`src/rtl/uart_rx_top.sv`:
```
// uart_rx_top: 16550-style UART receiver front end.
// Deserialises rx using a 16x oversampling enable, then checks parity,
// framing and break, and strobes each finished character toward the RX FIFO.
// Ports:
//   clk, rst            clock, asynchronous active-low reset
//   baud_pulse          one-clk enable at 16x the bit rate
//   rx                  serial input (idles high)
//   sticky_parity, eps, pen, wls   LCR frame format, sampled live
//   push                one-clk FIFO write strobe per received character
//   pe, fe, bi          parity / framing / break flags of the last character
//   rx_out              received data, right-justified, upper bits zero
module uart_rx_top (
  input  logic       clk,
  input  logic       rst,
  input  logic       baud_pulse,
  input  logic       rx,
  input  logic       sticky_parity,
  input  logic       eps,
  input  logic       pen,
  input  logic [1:0] wls,
  output logic       push,
  output logic       pe,
  output logic       fe,
  output logic       bi,
  output logic [7:0] rx_out
);

  localparam int unsigned DATA_W = 8;
  localparam int unsigned CNT_W  = 4;
  localparam int unsigned BIT_W  = 3;

  typedef enum logic [2:0] {IDLE, START, DATA, PARITY, STOP} state_t;

  state_t              state_q, state_d;
  logic [CNT_W-1:0]    cnt_q, cnt_d;
  logic [BIT_W-1:0]    bit_q, bit_d;
  logic [DATA_W-1:0]   sr_q, sr_d;
  logic                brk_q, brk_d;
  logic                perr_q, perr_d;
  logic                armed_q, armed_d;
  logic                push_d, pe_d, fe_d, bi_d;
  logic [DATA_W-1:0]   rx_out_d;

  logic                mid_c;
  logic                end_c;
  logic                last_bit_c;
  logic [1:0]          shift_c;
  logic                exp_par_c;

  // Tick and bit-count decodes; data lands MSB-first in sr, so right-justify
  // by shifting out the (8 - word length) unused low positions.
  assign mid_c      = (cnt_q == CNT_W'(7));
  assign end_c      = (cnt_q == CNT_W'(15));
  assign last_bit_c = (bit_q == (BIT_W'(wls) + BIT_W'(4)));
  assign shift_c    = 2'd3 - wls;
  // Unused sr positions are cleared at frame start, so ^sr is the data parity.
  assign exp_par_c  = sticky_parity ? ~eps : (eps ? (^sr_q) : ~(^sr_q));

  // State and datapath registers.
  always_ff @(posedge clk or negedge rst) begin
    if (!rst) begin
      state_q <= IDLE;
      cnt_q   <= '0;
      bit_q   <= '0;
      sr_q    <= '0;
      brk_q   <= 1'b0;
      perr_q  <= 1'b0;
      armed_q <= 1'b1;
      push    <= 1'b0;
      pe      <= 1'b0;
      fe      <= 1'b0;
      bi      <= 1'b0;
      rx_out  <= '0;
    end else begin
      state_q <= state_d;
      cnt_q   <= cnt_d;
      bit_q   <= bit_d;
      sr_q    <= sr_d;
      brk_q   <= brk_d;
      perr_q  <= perr_d;
      armed_q <= armed_d;
      push    <= push_d;
      pe      <= pe_d;
      fe      <= fe_d;
      bi      <= bi_d;
      rx_out  <= rx_out_d;
    end
  end

  // Next-state and output logic; nothing moves without baud_pulse.
  always_comb begin
    state_d  = state_q;
    cnt_d    = cnt_q;
    bit_d    = bit_q;
    sr_d     = sr_q;
    brk_d    = brk_q;
    perr_d   = perr_q;
    armed_d  = armed_q;
    push_d   = 1'b0;
    pe_d     = pe;
    fe_d     = fe;
    bi_d     = bi;
    rx_out_d = rx_out;

    if (baud_pulse) begin
      // A line held low after a break must go high before a new start counts.
      if (rx) armed_d = 1'b1;

      unique case (state_q)
        IDLE: begin
          if (!rx && armed_q) begin
            state_d = START;
            cnt_d   = '0;
          end
        end

        START: begin
          if (mid_c) begin
            cnt_d = '0;
            if (!rx) begin
              state_d = DATA;
              bit_d   = '0;
              sr_d    = '0;
              brk_d   = 1'b1;
              perr_d  = 1'b0;
            end else begin
              state_d = IDLE;
            end
          end else begin
            cnt_d = cnt_q + CNT_W'(1);
          end
        end

        DATA: begin
          cnt_d = cnt_q + CNT_W'(1);
          if (end_c) begin
            sr_d  = {rx, sr_q[DATA_W-1:1]};
            brk_d = brk_q & ~rx;
            if (last_bit_c) begin
              state_d = pen ? PARITY : STOP;
            end else begin
              bit_d = bit_q + BIT_W'(1);
            end
          end
        end

        PARITY: begin
          cnt_d = cnt_q + CNT_W'(1);
          if (end_c) begin
            perr_d  = (rx != exp_par_c);
            brk_d   = brk_q & ~rx;
            state_d = STOP;
          end
        end

        STOP: begin
          cnt_d = cnt_q + CNT_W'(1);
          if (end_c) begin
            push_d   = 1'b1;
            rx_out_d = sr_q >> shift_c;
            pe_d     = perr_q;
            fe_d     = ~rx;
            bi_d     = brk_q & ~rx;
            if (brk_q && !rx) armed_d = 1'b0;
            state_d  = IDLE;
            cnt_d    = '0;
          end
        end

        default: begin
          state_d = IDLE;
          cnt_d   = '0;
        end
      endcase
    end
  end

endmodule

```
`config.mk`:
```
export PLATFORM = sky130hd
export DESIGN_NAME = uart_rx_top
export DESIGN_NICKNAME = d
export VERILOG_FILES = /design/src/rtl/uart_rx_top.sv
export SDC_FILE = /design/constraint.sdc
export NUM_CORES = 1
export LEC_CHECK = 0
export BUFFER_PORTS_ARGS = -buffer_cell sky130_fd_sc_hd__buf_2
export CAP_MARGIN = 5
export CORE_ASPECT_RATIO = 1.2
export CORE_MARGIN = 2
export CORE_UTILIZATION = 57
export DETAILED_ROUTE_END_ITERATION = 16
export PLACE_DENSITY = 0.79
export SLEW_MARGIN = 10
export SYNTH_ARGS = -nofsm -noshare
export SYNTH_HDL_FRONTEND = slang
export SYNTH_SLANG_ARGS = --single-unit
```
`constraint.sdc`:
```
create_clock -name clk -period 2.5 [get_ports clk]
set_clock_uncertainty 0.2 [all_clocks]
set_input_delay 0.125 -clock clk [delete_from_list [all_inputs] [get_ports clk]]
set_output_delay 0.125 -clock clk [all_outputs]
set_load 0.02 [all_outputs]
```
# [Word level (Yosys, flattened, before mapping)]
# Cells that the tools add are included.
[word_totals] regBits=33 out_inout_bits=12 elab_cells=93
[op_classes] addsub=4 n_eq_ne=17 shifts=1 mux=39 n_bitwise=4 reduce_logical=16
[ops] operator="2-to-1 mux 3 bit" count=11
[ops] operator="2-to-1 mux 8 bit" count=3
[ops] operator="inequality test 2 bit, second input constant" count=8
[ops] operator="case mux 4 bit (4 select lines)" count=1
[ops] operator="case mux 8 bit (2 select lines)" count=1
[ops] operator="2-to-1 mux 1 bit" count=15
[ops] operator="case mux 3 bit (5 select lines)" count=1
[ops] operator="AND reduction 5 bit" count=3
[ops] operator="2-to-1 mux 4 bit" count=3
[ops] operator="parity 8 bit" count=1
[ops] operator="right shift 8 x 2 -> 8 bit" count=1
[ops] operator="AND reduction 7 bit" count=1
[ops] operator="equality test 3 x 2 -> 1 bit, second input constant" count=2
[ops] operator="case mux 3 bit (2 select lines)" count=1
[ops] operator="AND reduction 6 bit" count=1
[ops] operator="nonzero test 2 bit" count=3
[ops] operator="adder 4 x 1 -> 4 bit, second input constant" count=1
[ops] operator="equality test 4 x 3 -> 1 bit, second input constant" count=1
[ops] operator="equality test 4 bit, second input constant" count=1
[ops] operator="case mux 1 bit (2 select lines)" count=2
[ops] operator="adder 2 x 3 -> 3 bit, second input constant" count=1
[ops] operator="adder 3 x 1 -> 3 bit, second input constant" count=1
[ops] operator="equality test 3 x 1 -> 1 bit, second input constant" count=1
[ops] operator="equality test 3 bit" count=1
[ops] operator="other kinds (13)" count=16

# [Longest topological paths before layout]
[depth] depth_word=7 depth_mapped=6

# [Worst setup path before layout]
# OpenSTA, ideal clock, no wires.
[synth_timing] path_type="reg2reg" from="reg state_q[0]" to="reg state_q[2]" t_arrival_ps=1475 slack_ps=684 stages_incl_launch_ff=7 period_less_slack_ps=1816 cell_sequence="dfrtp_1 -> buf_4 -> or3_1 -> o21ai_2 -> nor2b_2 -> a41oi_1 -> a31oi_1"
[synth_between] elab_chain_len=3 elab_cells_between_ends=13
[synth_lines] element="start, declared" line_no="34" source="state_t state_q, state_d;"
[synth_lines] element="start signal, assigned" line_no="75" source="state_q <= state_d;"
[synth_lines] element="equality test 3 x 2 -> 1 bit (tied with other cells)" line_no="109" source="unique case (state_q)"
[synth_lines] element="inequality test 2 bit (no line)"
[synth_lines] element="AND reduction 7 bit (no line)"
# Parallel ways exist; a longest one is shown, timed or not.
# A chain may end at the register's enable or synchronous reset.

# [Final worst setup path]
[layout_timing] from="reg state_q[1]" to="reg bit_q[1]"
[layout_between] elab_chain_len=3 elab_cells_between_ends=9
[layout_lines] element="equality test 3 x 2 -> 1 bit / equality test 3 x 1 -> 1 bit (equally long branches)" line_no="109"
[layout_lines] element="inequality test 2 bit (no line) / nonzero test 2 bit (equally long branches)"
[layout_lines] element="AND reduction 6 bit (no line)"
[layout_lines] element="end signal, assigned" line_no="77" source="bit_q <= bit_d;"
[layout_lines] element="end, declared" line_no="36" source="logic [BIT_W-1:0] bit_q, bit_d;"
# Parallel ways exist; a longest one is shown, timed or not.

==> impl_metrics.yaml <==
timing:
  hold_violations: 0
  drv_slew: 0
  min_period_ns: 2.10
  max_freq_ghz: 0.475
  slew_headroom: 0.520
  period_share: 0.842
  setup_ws_ns: 0.395
  worst_slew_pin_slew_ns: 0.720
  finalSetupViolCount: 0
  finalSetupTns_ns: 0
  hold-worst-slack_ns: 0.0234
  rsz0062_at_grt: "no"
placed_design:
  hpwl_um: 2660
  dp.cells: 238
  port_buffers: 20
  post-place-ws_ns: 0.424
  place_congestion: 0.872
  placed_area_mm2: 0.00193
run_status:
  status: "completed"
clocking:
  cts_resized: 0
  htreeDepth: 2
  clkSlewWorstSetupHoldPaths_ns: 0.10
  clkSinkCount: 33
  numCtsBuffers: 5
  cts_tree: "yes"
  cts_setup_buffers: 0
  cts-root-buf: "clkbuf_4"
  max-clock-path-buffers: 2
  clk_latency_ns: 0.33
grt:
  top_usage_layer: "met2"
  grt_start_max_net_pins: 34
  grt_antenna_before_repair: 0
  met2_usage: 0.430
  grt_pass1_wl_um: 6550
  grt-ovfl-total: 0
  grt_util_met1: 0.256
  first_global_vias: 1464
  grt_usage: 0.227
  met3_usage: 0.0391
power_and_ir_drop:
  peakVddDrop_v: 0.000668
  p_int_mw: 0.914
  p_leak_nw: 0.972
  power_frac_comb: 0.293
  totalPowerFinal_mw: 1.47
  switchingPower_mw: 0.556
  switching_share: 0.378
  seqPwrFrac: 0.512
  powerDensity_mw_per_mm2: 715
  p_clk_frac: 0.195
final_layout:
  nNetsFinal: 227
  final_core_util: 0.673
  design_area_mm2: 0.00206
  drive_gt1_frac: 0.175
  finalNonFillerCells: 253
  n_antenna_cell: 0
  syn2layout_area_growth_pct: 12.1
synthesis:
  syn_area_mm2: 0.00183
  synth_ff_type: "dfrtp_1"
  yosysSeqAreaShare: 0.451
  synth_most_common_cell: "nand2_1"
  ys_seq_elements: 33
  syn_area_per_cell_um2: 9.55
  netlist_instances: 192
  synth_top_area_cell: "dfrtp_1"
  synthDistinctLibCells: 46
  synth_warnings: 0
  synth_area_leaders: "dfrtp_1 (44%), nand2_1 (7.6%), a22o_1 (4.3%), o21ai_0 (4.1%), xnor2_1 (3.8%)"
  synth_edf_count: 0
  synth_top_area_frac: 0.437
  yosys-top-cells-count: "nand2_1 (37), dfrtp_1 (32), o21ai_0 (15)"
  synthArstFlopShare: 1.00
  syn_nets: 203
worst_hold_path:
  hp-class: "input port to register"
die:
  initial_core_util: 0.600
  coreArea_mm2: 0.00306
  die_w_um: 55.8
  dieArea_mm2: 0.00369
  row_count: 22
  dieHeight_um: 66.1
  ios: 21
critical_path:
  crit_type: "register to register"
  worstPathMaxFanout: 14
  critical_path_required_ns: 2.52
  cp_num_buf_inv: 0
  crit_family: "compound AO/OA/AOI/OAI gates"
  cp-start-kind: "register"
  endpoint_kind: "register"
  arrival_ns: 2.13
  crit_slowest_cell: "dfrtp_1"
  critical_path.cell_chain: "or3b_1 > a31oi_2 > o21ai_1 > o21bai_1 > a32o_1"
  cp_slowest_stage_delay_ns: 0.58
drt:
  drc: 0
  num_vias: 1484
  drt_iter0_markers: 32
  drt_first_pass_iters: 4
  via_per_inst: 5.87
  drt-wirelength-per-cell_um: 14.6
  routed_wl_um: 3690
  drt.antenna.violating_nets: 0
flow_run:
  cap_violations: 0
-- tightest hold or removal path: stages --
cell and delay (ns):
buf_2 0.09, nand2b_1 0.05, a41oi_1 0.19, a31oi_1 0.06
-- layer usage --
layer  share of wire  routed length [µm]
met1            0.42                1530
met2            0.53                1960
met3           0.036                 133
met4           0.015                  55
met5               0                   0
-- sequential cells by signal, indices dropped and copies added (netlist names) --
signal,count
pe,1
brk_q,1
cnt_q,4
sr_q,8
push,1
bit_q,3
state_q,3
rx_out,8
fe,1
perr_q,1
bi,1
armed_q,1
-- power by group through the flow --
stage               combinational, mW  clock (mW)  sequential (mW)
floorplan                       0.441           0            0.667
global placement                0.402           0            0.756
detailed placement              0.421           0            0.762
CTS                             0.434       0.291            0.750
global route                    0.492       0.314            0.774
finish                          0.431       0.286            0.753
-- final timing paths --
| check | startpoint | to | slack (ns) | cells past startpoint |
|---|---|---|---|---|
| max | state_q[1] | bit_q[1] | 0.40 | 5 |
| min | pen | state_q[2] | 0.02 | 4 |
| max reg2reg | state_q[1] | bit_q[1] | 0.40 | 5 |
| min reg2reg | rx_out[2] | rx_out[2] | 0.28 | 2 |
| max in group asynchronous | rst | state_q[1] | 1.46 | 2 |
| min in group asynchronous | rst | push | 0.18 | 2 |
-- cell usage in the layout, fill, tap and decap left out, types with 3 or more instances in the layout --
cell	instances
a21o_1	3
a21oi_1	6
a22o_1	9
a31oi_1	4
buf_2	20
clkbuf_4	5
dfrtp_1	32
dlygate4sd3_1	7
inv_1	3
mux2_2	3
mux2i_1	6
nand2_1	37
nand3_1	6
nor2_1	6
nor2b_1	3
nor3_1	3
o21ai_0	15
xnor2_1	8
xor2_1	3
-- cell type report --
type	count	area [µm²]
Clock buffer	6	41.3
Clock inverter	2	10.0
Fill cell	236	1000
Inverter	3	11.3
Multi-Input combinational cell	145	943
Sequential cell	33	827
Tap cell	36	45.0
Timing Repair Buffer	28	178
-- kinds of logic (layout without fill, tap and decap cells) --
logic type | after synthesis | count (layout) | share of synthesized area
mux | 10 | 10 | 0.0634
fa+ha+maj | 2 | 2 | 0.0136
simple gates | 70 | 70 | 0.191
xor+xnor | 11 | 11 | 0.0525
flops | 33 | 33 | 0.451
buf+inv | 14 | 39 | 0.0348
compound gates | 52 | 52 | 0.194
-- timing repair --
action,CTS,global route
setup endpoints to repair,0,0
hold buffers,7,0
endpoints found under the hold margin,38,0
No activity file was read; power rests on OpenSTA's default activity.
